===== config.mk =====
export PLATFORM = sky130hd
export DESIGN_NAME = fighter_controller
export DESIGN_NICKNAME = d
export VERILOG_FILES = /design/src/rtl/fighter_controller_pkg.sv /design/src/rtl/fighter_controller_combo_detector.sv /design/src/rtl/fighter_controller.sv
export SDC_FILE = /design/constraint.sdc
export NUM_CORES = 1
export LEC_CHECK = 0
export CAP_MARGIN = 10
export CORE_UTILIZATION = 57
export DETAILED_ROUTE_END_ITERATION = 8
export PLACE_DENSITY = 0.82
export SLEW_MARGIN = 10
export SYNTH_ARGS = -nofsm -noshare
export SYNTH_HDL_FRONTEND = slang
export SYNTH_SLANG_ARGS = --single-unit

===== constraint.sdc =====
create_clock -name clk -period 5.7 [get_ports clk]
set_input_delay 1.425 -clock clk [delete_from_list [all_inputs] [get_ports clk]]
set_output_delay 1.425 -clock clk [all_outputs]
set_load 0.03 [all_outputs]

===== src/rtl/fighter_controller_pkg.sv =====
// Shared fighter constants, state/move codes and the x clamp helper.
package fighter_controller_pkg;

  localparam logic [6:0]        X_INIT        = 7'd24;
  localparam logic [6:0]        X_MIN         = 7'd8;
  localparam logic [6:0]        X_MAX         = 7'd88;
  localparam logic [6:0]        GROUND_Y      = 7'd32;
  localparam logic signed [7:0] STEP          = 8'sd1;
  localparam logic signed [7:0] KNOCKBACK     = 8'sd4;
  localparam logic signed [4:0] JUMP_V        = 5'sd6;
  localparam logic [1:0]        PUNCH_TICKS   = 2'd2;
  localparam logic [1:0]        SPECIAL_TICKS = 2'd3;
  localparam logic [1:0]        INJURED_TICKS = 2'd3;
  localparam logic [3:0]        COMBO_WINDOW  = 4'd8;

  typedef enum logic [2:0] {
    ST_NORMAL  = 3'b000,
    ST_PUNCH   = 3'b001,
    ST_SPECIAL = 3'b010,
    ST_INJURED = 3'b100
  } char_state_t;

  typedef enum logic [1:0] {
    MV_IDLE = 2'b00,
    MV_FWD  = 2'b01,
    MV_BACK = 2'b10
  } move_state_t;

  function automatic logic [6:0] clamp_x(input logic signed [7:0] v);
    if (v < $signed({1'b0, X_MIN})) return X_MIN;
    if (v > $signed({1'b0, X_MAX})) return X_MAX;
    return v[6:0];
  endfunction

endpackage


===== src/rtl/fighter_controller_combo_detector.sv =====
// Tracks progress through the left > down > right part of the special combo.
// Edges advance the step on any clk; idle ticks expire it; clear wins over everything.
module combo_detector
  import fighter_controller_pkg::*;
(
  input  logic       clk,
  input  logic       reset,
  input  logic       tick,
  input  logic       left_edge,
  input  logic       right_edge,
  input  logic       down_edge,
  input  logic       up_edge,
  input  logic       clear,
  output logic [1:0] step
);

  logic [3:0] window;
  logic       advance;
  logic       any_edge;

  always_comb begin
    advance  = (step == 2'd0 && left_edge) ||
               (step == 2'd1 && down_edge) ||
               (step == 2'd2 && right_edge);
    any_edge = left_edge | right_edge | down_edge | up_edge;
  end

  always_ff @(posedge clk) begin
    if (reset || clear) begin
      step   <= 2'd0;
      window <= 4'd0;
    end else if (advance) begin
      step   <= step + 2'd1;
      window <= 4'd0;
    end else if (any_edge) begin
      // an out-of-order left still counts as a fresh first press
      step   <= left_edge ? 2'd1 : 2'd0;
      window <= 4'd0;
    end else if (tick && step != 2'd0) begin
      if (window + 4'd1 >= COMBO_WINDOW) begin
        step   <= 2'd0;
        window <= 4'd0;
      end else begin
        window <= window + 4'd1;
      end
    end
  end

endmodule


===== src/rtl/fighter_controller.sv =====
// Per-player fighter logic: buttons and hit pulses in, sprite pose/position out.
// Edges and hits are latched every clk and consumed on the next frame tick.
module fighter_controller
  import fighter_controller_pkg::*;
(
  input  logic       clk,
  input  logic       reset,
  input  logic       tick,
  input  logic       btn_left,
  input  logic       btn_right,
  input  logic       btn_up,
  input  logic       btn_down,
  input  logic       btn_attack,
  input  logic       hit,
  input  logic [6:0] opponent_x,
  output logic [6:0] x,
  output logic [6:0] y,
  output logic       in_air,
  output logic [1:0] move_state,
  output logic [2:0] character_state,
  output logic       mirror
);

  logic [4:0]        btn_q;
  logic              left_e, right_e, up_e, down_e, atk_e;
  logic              atk_pend, up_pend, hit_pend;
  logic              atk_p, up_p, hit_p;
  logic [1:0]        step;

  char_state_t       state, state_n;
  logic [1:0]        timer, timer_n;
  logic signed [4:0] vy, vy_n;
  logic [6:0]        x_n, y_n;
  logic              in_air_n, mirror_n;
  move_state_t       move_n;
  logic signed [7:0] xs, x_sum, y_try;

  always_comb begin
    left_e  = btn_left   & ~btn_q[0];
    right_e = btn_right  & ~btn_q[1];
    up_e    = btn_up     & ~btn_q[2];
    down_e  = btn_down   & ~btn_q[3];
    atk_e   = btn_attack & ~btn_q[4];
    atk_p   = atk_pend | atk_e;
    up_p    = up_pend  | up_e;
    hit_p   = hit_pend | hit;
  end

  combo_detector u_combo (
    .clk        (clk),
    .reset      (reset),
    .tick       (tick),
    .left_edge  (left_e),
    .right_edge (right_e),
    .down_edge  (down_e),
    .up_edge    (up_e),
    .clear      (tick & atk_p),
    .step       (step)
  );

  always_ff @(posedge clk) begin
    if (reset) begin
      btn_q      <= 5'd0;
      atk_pend   <= 1'b0;
      up_pend    <= 1'b0;
      hit_pend   <= 1'b0;
      state      <= ST_NORMAL;
      timer      <= 2'd0;
      vy         <= 5'sd0;
      x          <= X_INIT;
      y          <= GROUND_Y;
      in_air     <= 1'b0;
      mirror     <= 1'b0;
      move_state <= MV_IDLE;
    end else begin
      btn_q <= {btn_attack, btn_down, btn_up, btn_right, btn_left};
      if (tick) begin
        atk_pend   <= 1'b0;
        up_pend    <= 1'b0;
        hit_pend   <= 1'b0;
        state      <= state_n;
        timer      <= timer_n;
        vy         <= vy_n;
        x          <= x_n;
        y          <= y_n;
        in_air     <= in_air_n;
        mirror     <= mirror_n;
        move_state <= move_n;
      end else begin
        atk_pend <= atk_p;
        up_pend  <= up_p;
        hit_pend <= hit_p;
      end
    end
  end

  // hit > attack > timer expiry
  always_comb begin
    state_n = state;
    timer_n = timer;
    if (hit_p) begin
      state_n = ST_INJURED;
      timer_n = INJURED_TICKS;
    end else if (state == ST_NORMAL) begin
      if (atk_p) begin
        state_n = (step == 2'd3) ? ST_SPECIAL : ST_PUNCH;
        timer_n = (step == 2'd3) ? SPECIAL_TICKS : PUNCH_TICKS;
      end
    end else begin
      timer_n = timer - 2'd1;
      if (timer_n == 2'd0) state_n = ST_NORMAL;
    end
  end

  always_comb begin
    if (opponent_x < x)      mirror_n = 1'b1;
    else if (opponent_x > x) mirror_n = 1'b0;
    else                     mirror_n = mirror;

    xs     = $signed({1'b0, x});
    x_sum  = xs;
    move_n = MV_IDLE;
    if (hit_p) begin
      x_sum = mirror_n ? xs + KNOCKBACK : xs - KNOCKBACK;
    end else if (state == ST_NORMAL && state_n == ST_NORMAL && (btn_left ^ btn_right)) begin
      x_sum  = btn_right ? xs + STEP : xs - STEP;
      move_n = (btn_left == mirror_n) ? MV_FWD : MV_BACK;
    end
    x_n = clamp_x(x_sum);

    y_try    = $signed({1'b0, y}) - {{3{vy[4]}}, vy};
    y_n      = y;
    vy_n     = vy;
    in_air_n = in_air;
    if (in_air) begin
      if (y_try >= $signed({1'b0, GROUND_Y})) begin
        y_n      = GROUND_Y;
        in_air_n = 1'b0;
        vy_n     = 5'sd0;
      end else begin
        y_n  = y_try[6:0];
        vy_n = vy - 5'sd1;
      end
    end else if (up_p && state == ST_NORMAL && !hit_p) begin
      in_air_n = 1'b1;
      vy_n     = JUMP_V;
    end
  end

  assign character_state = state;

endmodule


==> flow_summary.ini, run 1 <==
[worst_setup_path]
regToRegSetupSlack_ns = 1.77
end_kind = flop
critPathRequiredTime_ns = 5.95
start_kind = input port
crit_fanout = 8
critPathArrivalTime_ns = 5.09
crit_type = in2reg

[clock_tree]
clock_latency_ns = 0.30
clk_pin_slew_worst_paths_ns = 0.08
cts_made_buffers = 5
post_cts_buffers = 0
cts-htree-levels = 2
cts_tree = built
cts_hold_buffers = 0
cts_buffer_depth = 2
cts-resized-gates = 0
cts_root_buf = clkbuf_8
clock-sinks = 42

[logic_synthesis]
synth_top_family_by_area = simple AND/OR/NAND/NOR gates
synth_compound_area_share_pct = 22.5
synth_warnings = 0
synth_adder_area_share_pct = 15.3
synth_xor_area_share_pct = 5.69
ys.flop_type = dfxtp_1
netlist_area_um2 = 2930
synth_edf_count = 0
synth-seq-cells = 42
synth-simple-area-share_pct = 22.6
avgSynthCellArea_um2 = 8.24
synthCells = 355
synth.yosys.seq_area_share_pct = 28.7
synthTopCellsByArea = dfxtp_1 (29%), ha_1 (13%), nor2_1 (4.4%), a21oi_1 (4.3%), nand2_1 (3.8%)
syn_nets = 405
synth_top_cell_by_area = dfxtp_1
synth.most_common_cell = dfxtp_1
synthArstFlopShare_pct = 0
synth_top_area_share_pct = 28.7
yosysUniqueCellTypes = 58
ys_top_cells_by_count = dfxtp_1 (42), nor2_1 (34), ha_1 (31)
synth_mux_area_share_pct = 0.684

[worst_hold_path]
hold_class = reg2reg

[floorplan]
core_um2 = 4820
die_h_um = 73.6
ios = 37
num_rows = 25
initial_core_util_pct = 60.7
die_area_um2 = 5420
die_w_um = 73.6

[grt]
antenna_found_initial = 0
use_met3_pct = 6.45
grt_pass1_vias = 2470
grt_pass1_wl_mm = 11.1
met1_usage_pct = 34.3
grt.busiest_layer = met2
grt-ovfl-total = 0
grt_max_degree = 29
grt_util_all_layers_pct = 26.8
use_met2_pct = 45.5

[sta]
worstMarginPinSlew_ns = 0.598
rsz0062_at_grt = false
fin_hold_ws_ns = 0.463
tns_ns = 0
post-route-min-period_ns = 4.84
finalHoldViolCount = 0
final_max_slew_viol_count = 0
maxSlewHeadroom_pct = 59.7
fmax_mhz = 206
fin_skew_ns = 0.0107
finalSetupViolCount = 0
post-route-period-util_pct = 85.0

[routing]
avgViaCountPerCell = 5.66
drt_wl_total_mm = 6.58
ant_nets = 0
drt-wirelength-per-cell_um = 14.4
num_vias = 2590
first_pass_iters = 4
drc = 0
initialDrtViolationCount = 121

[layout]
diodes = 0
drive_above_1_share_pct = 5.37
fillCellCount = 424
final_nets = 440
syn_to_final_growth_pct = 17.2

[power_and_ir_drop]
power.leakage_nw = 1.37
ir_worst_vdd_mv = 0.164
p_per_area_nw_per_um2 = 278

[outcome]
status = finished, final reports clean

[placement]
io_buffers = 36
place_hpwl_mm = 4.87
place_congestion = 0.854

[job]
maxCapViolations = 0
[cell type report]
| class | count | area, µm² | share of cell area, % |
|---|---|---|---|
| multi-input cells | 279 | 1960 | 57.0 |
| flip-flops and latches | 42 | 841 | 24.5 |
| repair buffers | 37 | 368 | 10.7 |
| inverters | 25 | 93.8 | 2.74 |
| well taps | 67 | 83.8 | 2.45 |
| clock buffers | 6 | 72.6 | 2.12 |
| clock inverters | 2 | 13.8 | 0.401 |
[power breakdown]
part           switching [mW]  internal [mW]
clock                   0.104         0.0865
combinational           0.239          0.184
sequential             0.0270          0.312
[final timing paths]
path	start	end	cells after the start
setup / recovery	opponent_x[1]	x[0]$_SDFFE_PP0P_	16
hold reg to reg	u_combo.window[3]$_SDFFE_PP0P_	u_combo.window[3]$_SDFFE_PP0P_	2
setup reg to reg	x[2]$_SDFFE_PP0P_	x[0]$_SDFFE_PP0P_	15
hold / removal	u_combo.window[3]$_SDFFE_PP0P_	u_combo.window[3]$_SDFFE_PP0P_	2
[per-layer routing]
metal | vias up | routed length, µm
met5 | - | 0
met4 | 0 | 64
met3 | 10 | 320
met2 | 59 | 3110
met1 | 1190 | 3080
li1 | 1331 | -
[cell usage in the layout (no fill, tap or decap), types with 4 or more instances in the layout]
cell type | Yosys | final
nor3_1 | 6 | 6
a21oi_1 | 25 | 25
o21ai_0 | 14 | 14
inv_1 | 25 | 25
nor4_1 | 4 | 4
ha_1 | 31 | 31
clkdlybuf4s50_1 | 0 | 36
xor2_1 | 9 | 9
nor2_1 | 34 | 34
nand3_1 | 11 | 11
xnor2_1 | 10 | 10
nand2_1 | 30 | 30
a211oi_1 | 6 | 6
a21o_1 | 6 | 6
clkbuf_8 | 0 | 5
o21a_1 | 7 | 7
dfxtp_1 | 42 | 42
nand2b_1 | 6 | 6
nor2b_1 | 13 | 13
a22oi_1 | 8 | 8
[critical path, cell delays in order]
cell and delay, ns:
clkdlybuf4s50_1 0.41, ha_1 0.30, nor2b_1 0.13, o21a_1 0.12
o211ai_1 0.10, a31oi_2 0.46, ha_1 0.37, a21oi_1 0.22
nand2_1 0.12, a21o_1 0.19, a21oi_1 0.18, xnor2_1 0.10
a221oi_2 0.39, o2111ai_2 0.26, o21ai_2 0.19, a21o_1 0.13
[registers in the layout (all words and copies together) (netlist names), 2 cells and up]
name             flops
x                    7
u_combo.step         2
u_combo.window       4
move_state           2
timer                2
character_state      3
btn_q                5
y                    7
vy                   5
[cell families (layout without fill, tap and decap cells)]
group,after synthesis,after routing
XOR/XNOR,19,19
buffers and inverters,34,70
flip-flops,42,42
adder cells (fa/ha/maj),34,34
multiplexers,2,2
AND/OR/NAND/NOR,127,127
AO/OA/AOI/OAI,97,97
[per-stage QoR]
stage / total power [mW] / cells / cell area [µm²] / setup slack (ns) / util (%)
finish: 0.953 / 458 / 3430 / 0.855 / 71.2
detailed placement: 0.763 / 450 / 3340 / 0.613 / 69.4
global route: 1.02 / 458 / 3430 / 0.561 / 71.2
floorplan: 0.658 / 355 / 2930 / 1.42 / -
CTS: 0.956 / 458 / 3430 / 0.915 / 71.2
global placement: 0.750 / 450 / 3340 / 0.817 / 69.4
Power figures use the tool's default switching activity.
==> run 2: changes to the inputs <==
--- a/config.mk
+++ b/config.mk
@@ -6,9 +6,9 @@
 export NUM_CORES = 1
 export LEC_CHECK = 0
 export CAP_MARGIN = 10
-export CORE_UTILIZATION = 57
+export CORE_UTILIZATION = 51
 export DETAILED_ROUTE_END_ITERATION = 8
-export PLACE_DENSITY = 0.82
+export PLACE_DENSITY = 0.77
 export SLEW_MARGIN = 10
 export SYNTH_ARGS = -nofsm -noshare
 export SYNTH_HDL_FRONTEND = slang
==> constraint.sdc (replaced) <==
create_clock -name clk -period 4.2 [get_ports clk]
set_input_delay 1.05 -clock clk [delete_from_list [all_inputs] [get_ports clk]]
set_output_delay 1.05 -clock clk [all_outputs]
set_load 0.03 [all_outputs]
==> run 2 against run 1 <==
Register-to-register slack got worse by 1.1 ns. Setup slack got worse by 0.80 ns. Highest routed layer unchanged. Critical path depth rose by 1. Flip-flop and latch count did not move. Die area rose by 11%. Global-route usage fell by 2.8 points. Total power rose by 54%. Non-clock buffer count rose by 12. Combinational power rose by 73%. Largest cell class unchanged. First-iteration DRC count rose by 63%.
==> flow_summary.ini, run 2 (synthesized netlist as in run 1, its figures left out) <==
[clock_tree]
cts_tree = built
clock_latency_ns = 0.29
clk_pin_slew_worst_paths_ns = 0.08
clock-sinks = 42
cts-htree-levels = 2
cts_buffer_depth = 2
cts_made_buffers = 5
cts_root_buf = clkbuf_8

[sta]
worstMarginPinSlew_ns = 0.570
tns_ns = 0
final_max_slew_viol_count = 0
finalHoldViolCount = 0
maxSlewHeadroom_pct = 61.9
post-route-min-period_ns = 4.14
finalSetupViolCount = 0
fin_ws_ns = 0.0555
post-route-period-util_pct = 98.7
fmax_mhz = 241
fin_skew_ns = 0.00772

[floorplan]
ios = 37
die_w_um = 77.7
die_h_um = 77.7
core_um2 = 5510
initial_core_util_pct = 53.1
die_area_um2 = 6040
num_rows = 27

[grt]
grt_pass1_wl_mm = 11.7
grt_util_all_layers_pct = 23.9
grt-ovfl-total = 0
grt_max_degree = 29
antenna_found_initial = 0
grt_pass1_vias = 2642

[placement]
dp_cells = 464
place_congestion = 0.923
dpl_worst_slack_ns = -0.252
place_hpwl_mm = 5.09
io_buffers = 36

[layout]
drive_above_1_share_pct = 10.4
diodes = 0
layout_commonest_cell = dfxtp_1
final_cells = 475
fillCellCount = 474
syn_to_final_growth_pct = 23.3
reg_top3 = x x7, y x7
layout_common_cells = dfxtp_1 (42), clkdlybuf4s50_1 (36), nor2_1 (34)
final_nets = 452

[routing]
first_pass_iters = 4
ant_nets = 0
avgViaCountPerCell = 5.66
initialDrtViolationCount = 197
drt-wirelength-per-cell_um = 14.7
drt_wl_total_mm = 6.97
drc = 0
num_vias = 2689

[worst_setup_path]
slowest_delay_ns = 0.47
path_cells = clkdlybuf4s50_1 -> ha_1 -> nor2b_1 -> o21a_1 -> o211ai_1 -> a31oi_4 -> ha_4 -> a21oi_2 -> nand2_1 -> a21o_1 -> a21oi_2 -> xnor2_1 -> a221oi_2 -> o2111ai_4 -> buf_4 -> inv_1 -> a21oi_1
critPathArrivalTime_ns = 4.34
crit_fanout = 5
r2r_end = x[3]$_SDFFE_PP1P_
crit_family = compound AO/OA/AOI/OAI gates
start_kind = input port
crit_path_top_delay_cell = clkdlybuf4s50_1
critPathRequiredTime_ns = 4.39
critPathMostFrequentCell = a21oi_2
reg2reg_depth = 16
r2r_start = x[2]$_SDFFE_PP0P_
end_kind = flop
crit_type = in2reg
crit_buf_inv = 3
regToRegSetupSlack_ns = 0.69

[power_and_ir_drop]
p_per_area_nw_per_um2 = 407
power.leakage_nw = 1.43
power.total_mw = 1.47
ir_worst_vdd_mv = 0.232

[outcome]
status = finished, final reports clean

[worst_hold_path]
hp-start = u_combo.window[3]$_SDFFE_PP0P_
holdPathEnd = u_combo.window[3]$_SDFFE_PP0P_
hold_class = reg2reg
hold_depth = 2

[job]
maxCapViolations = 0
run 2: changes by cell type in the layout (fill, tap and decap cells not counted), moves of 2 or more:
cell / before / now
a21oi_2: 0 / 3
a21oi_1: 25 / 22
buf_4: 1 / 12
ha_1: 31 / 29
ha_4: 0 / 2
run 2: area by class of cell:
type | instances | area [µm²] | share of cell area [%]
Sequential cell | 42 | 841 | 23.3
Tap cell | 72 | 90.1 | 2.50
Multi-Input combinational cell | 279 | 2030 | 56.2
Clock buffer | 7 | 86.3 | 2.39
Timing Repair Buffer | 49 | 462 | 12.8
Inverter | 25 | 93.8 | 2.60
Clock inverter | 1 | 5.00 | 0.139
run 2: routing by layer:
layer,GRT usage [%],wire [µm]
met3,4.00,261
met1,31.1,3380
met4,6.98,71
met2,40.4,3260
met5,0,0
run 2: worst reg2reg max path, delay by kind of cell (launching register included):
kind / cells / cell delay (ns)
AO/OA/AOI/OAI: 9 / 1.70
adder cells (fa/ha/maj): 2 / 0.60
flip-flops: 1 / 0.52
buffers and inverters: 3 / 0.40
XOR/XNOR: 1 / 0.10
AND/OR/NAND/NOR: 1 / 0.08
run 2: repair_timing:
action,CTS,global route
setup endpoints to repair,0,4
resized for setup,0,13
hold buffers,0,0
setup buffers,0,3
run 2: metrics by stage:
stage	hold slack (ns)	utilization, %	area, µm²
finish	0.464	65.5	3610
global placement	0.447	62.0	3420
detailed placement	0.456	62.0	3420
CTS	0.467	63.7	3510
floorplan	0.435	-	2930
global route	0.498	65.5	3610
run 2: power breakdown:
part / switching [mW] / total (mW) / internal, mW
clock network: 0.137 / 0.270 / 0.133
logic: 0.384 / 0.734 / 0.350
registers: 0.0404 / 0.464 / 0.423
run 2: worst max-delay path by stage:
| stage | from | endpoint | depth (start not counted) |
|---|---|---|---|
| floorplan | opponent_x[1] | x[0]$_SDFFE_PP0P_ | 15 |
| global placement | opponent_x[1] | x[1]$_SDFFE_PP0P_ | 15 |
| detailed placement | opponent_x[1] | x[1]$_SDFFE_PP0P_ | 15 |
| CTS | opponent_x[1] | x[0]$_SDFFE_PP0P_ | 15 |
| global route | opponent_x[1] | x[3]$_SDFFE_PP1P_ | 17 |
| finish | opponent_x[1] | x[3]$_SDFFE_PP1P_ | 17 |
==> run 3: changes to the inputs <==
--- a/config.mk
+++ b/config.mk
@@ -6,10 +6,9 @@
 export NUM_CORES = 1
 export LEC_CHECK = 0
 export CAP_MARGIN = 10
-export CORE_UTILIZATION = 51
+export CORE_UTILIZATION = 40
 export DETAILED_ROUTE_END_ITERATION = 8
-export PLACE_DENSITY = 0.77
-export SLEW_MARGIN = 10
+export SLEW_MARGIN = 20
 export SYNTH_ARGS = -nofsm -noshare
 export SYNTH_HDL_FRONTEND = slang
 export SYNTH_SLANG_ARGS = --single-unit
==> run 3 against run 2 <==
Final cell count up 4.8%. Highest routed layer unchanged. Flip-flop and latch count unchanged. Core utilization down 14 points.
==> flow_summary.ini, run 3 (synthesized netlist as in run 1, its figures left out) <==
[outcome]
status = finished, final reports clean

[layout]
drive_above_1_share_pct = 8.96
layout_commonest_cell = dfxtp_1
reg_top3 = x x7, y x7
regArea_um2 = 841
diodes = 0
syn_to_final_growth_pct = 22.9
layout_common_cells = dfxtp_1 (42), clkdlybuf4s50_1 (36), nor2_1 (34)
fillCellCount = 683
multi_input_area_um2 = 2000
final_nets = 451
fin_util_pct = 51.8

[job]
maxCapViolations = 0

[clock_tree]
cts_made_buffers = 5
cts-htree-levels = 2
clock_latency_ns = 0.30
clock-sinks = 42
cts_tree = built
cts_root_buf = clkbuf_8
cts_buffer_depth = 2
clk_pin_slew_worst_paths_ns = 0.08

[worst_setup_path]
slowest_delay_ns = 0.41
crit_path_top_delay_cell = clkdlybuf4s50_1
crit_family = compound AO/OA/AOI/OAI gates
crit_type = in2reg
path_cells = clkdlybuf4s50_1 -> ha_1 -> nor2b_1 -> o21a_1 -> o211ai_1 -> a31oi_4 -> fa_2 -> a21o_1 -> a21oi_1 -> xor2_1 -> a22oi_1 -> o21ai_2 -> nand4_1 -> o2111ai_4 -> o21ai_2 -> a21o_1
start_kind = input port
crit_buf_inv = 1
crit_fanout = 5
critPathArrivalTime_ns = 4.26
critPathRequiredTime_ns = 4.40
regToRegSetupSlack_ns = 0.77
end_kind = flop

[routing]
drt_wl_total_mm = 6.81
num_vias = 2583
ant_nets = 0
drc = 0
avgViaCountPerCell = 5.19
initialDrtViolationCount = 87
drt-wirelength-per-cell_um = 13.7
first_pass_iters = 4

[sta]
final_max_slew_viol_count = 0
post-route-min-period_ns = 4.06
fin_ws_ns = 0.141
fin_skew_ns = 0.00645
worstMarginPinSlew_ns = 0.566
post-route-period-util_pct = 96.6
fmax_mhz = 246
maxSlewHeadroom_pct = 61.9
finalHoldViolCount = 0
finalSetupViolCount = 0

[grt]
antenna_found_initial = 0
grt_max_degree = 29
grt_pass1_wl_mm = 11.2
use_met2_pct = 30.5
grt.busiest_layer = met2
grt_util_all_layers_pct = 18.6
grt_pass1_vias = 2335
met1_usage_pct = 25.6
grt-ovfl-total = 0
use_met3_pct = 2.84

[power_and_ir_drop]
pwr-share-seq_pct = 32.6
p_per_area_nw_per_um2 = 393
ir_worst_vdd_mv = 0.145
p_int_uw = 879
comb_power_share_pct = 47.7
swShare_pct = 37.8
switching_power_uw = 535
power.leakage_nw = 1.43
pwr-share-clk_pct = 19.7

[placement]
io_buffers = 36
dpl_worst_slack_ns = -0.187
place_hpwl_mm = 5.17
place_congestion = 0.806

[floorplan]
die_w_um = 87.5
ios = 37
core_um2 = 6940
die_area_um2 = 7660
initial_core_util_pct = 42.1
num_rows = 30
die_h_um = 87.5

[worst_hold_path]
hold_class = reg2reg
## run 3: cell types whose count changed in the layout (fill, tap and decap cells not counted), sizes merged
cell,previous run,this run
buf,13,12
## run 3: metrics by stage
stage	power (mW)	cells	TNS, ns	area, µm²	hold slack (ns)
after CTS	1.38	497	0	3540	0.472
after detailed placement	1.10	489	-0.639	3450	0.460
final	1.41	498	0	3590	0.469
after floorplan	0.893	355	0	2930	0.435
after global routing	1.50	498	-0.00372	3590	0.491
after global placement	1.09	489	-0.186	3450	0.449
## run 3: what timing repair did
item / CTS / global route
buffers inserted: 0 / 1
gates resized for setup: 0 / 7
endpoints found under the setup margin: 0 / 3
hold buffers: 0 / 0
## run 3: path summary, 6_finish.rpt
check | start | endpoint | cells past startpoint
worst min register to register | u_combo.window[3]$_SDFFE_PP0P_ | u_combo.window[3]$_SDFFE_PP0P_ | 2
worst max-delay path | opponent_x[1] | x[0]$_SDFFE_PP0P_ | 16
worst min-delay path | u_combo.window[3]$_SDFFE_PP0P_ | u_combo.window[3]$_SDFFE_PP0P_ | 2
worst max register to register | x[2]$_SDFFE_PP0P_ | x[0]$_SDFFE_PP0P_ | 15
## run 3: routing by layer
metal / up-vias / part of all wire (%)
li1: 1351 / -
met1: 1190 / 52
met2: 36 / 45
met3: 6 / 2.8
met4: 0 / 0.63
met5: - / 0
## run 3: tightest hold or removal path, delay by kind of cell (launching register included)
kind / cells / cell delay (ns)
DFF: 1 / 0.34
and+or+nand+nor: 2 / 0.09
## run 3: power groups by stage
stage / Sequential [mW] / Clock [mW] / Combinational, mW
after floorplan: 0.489 / 0 / 0.404
after CTS: 0.461 / 0.284 / 0.635
after global routing: 0.466 / 0.296 / 0.743
final: 0.462 / 0.278 / 0.674
after detailed placement: 0.470 / 0 / 0.631
after global placement: 0.470 / 0 / 0.624
## run 3: layout make-up
type | count | area share, %
well taps | 96 | 3.34
multi-input cells | 279 | 55.6
flip-flops and latches | 42 | 23.4
clock inverters | 1 | 0.139
inverters | 25 | 2.61
repair buffers | 48 | 12.5
clock buffers | 7 | 2.40
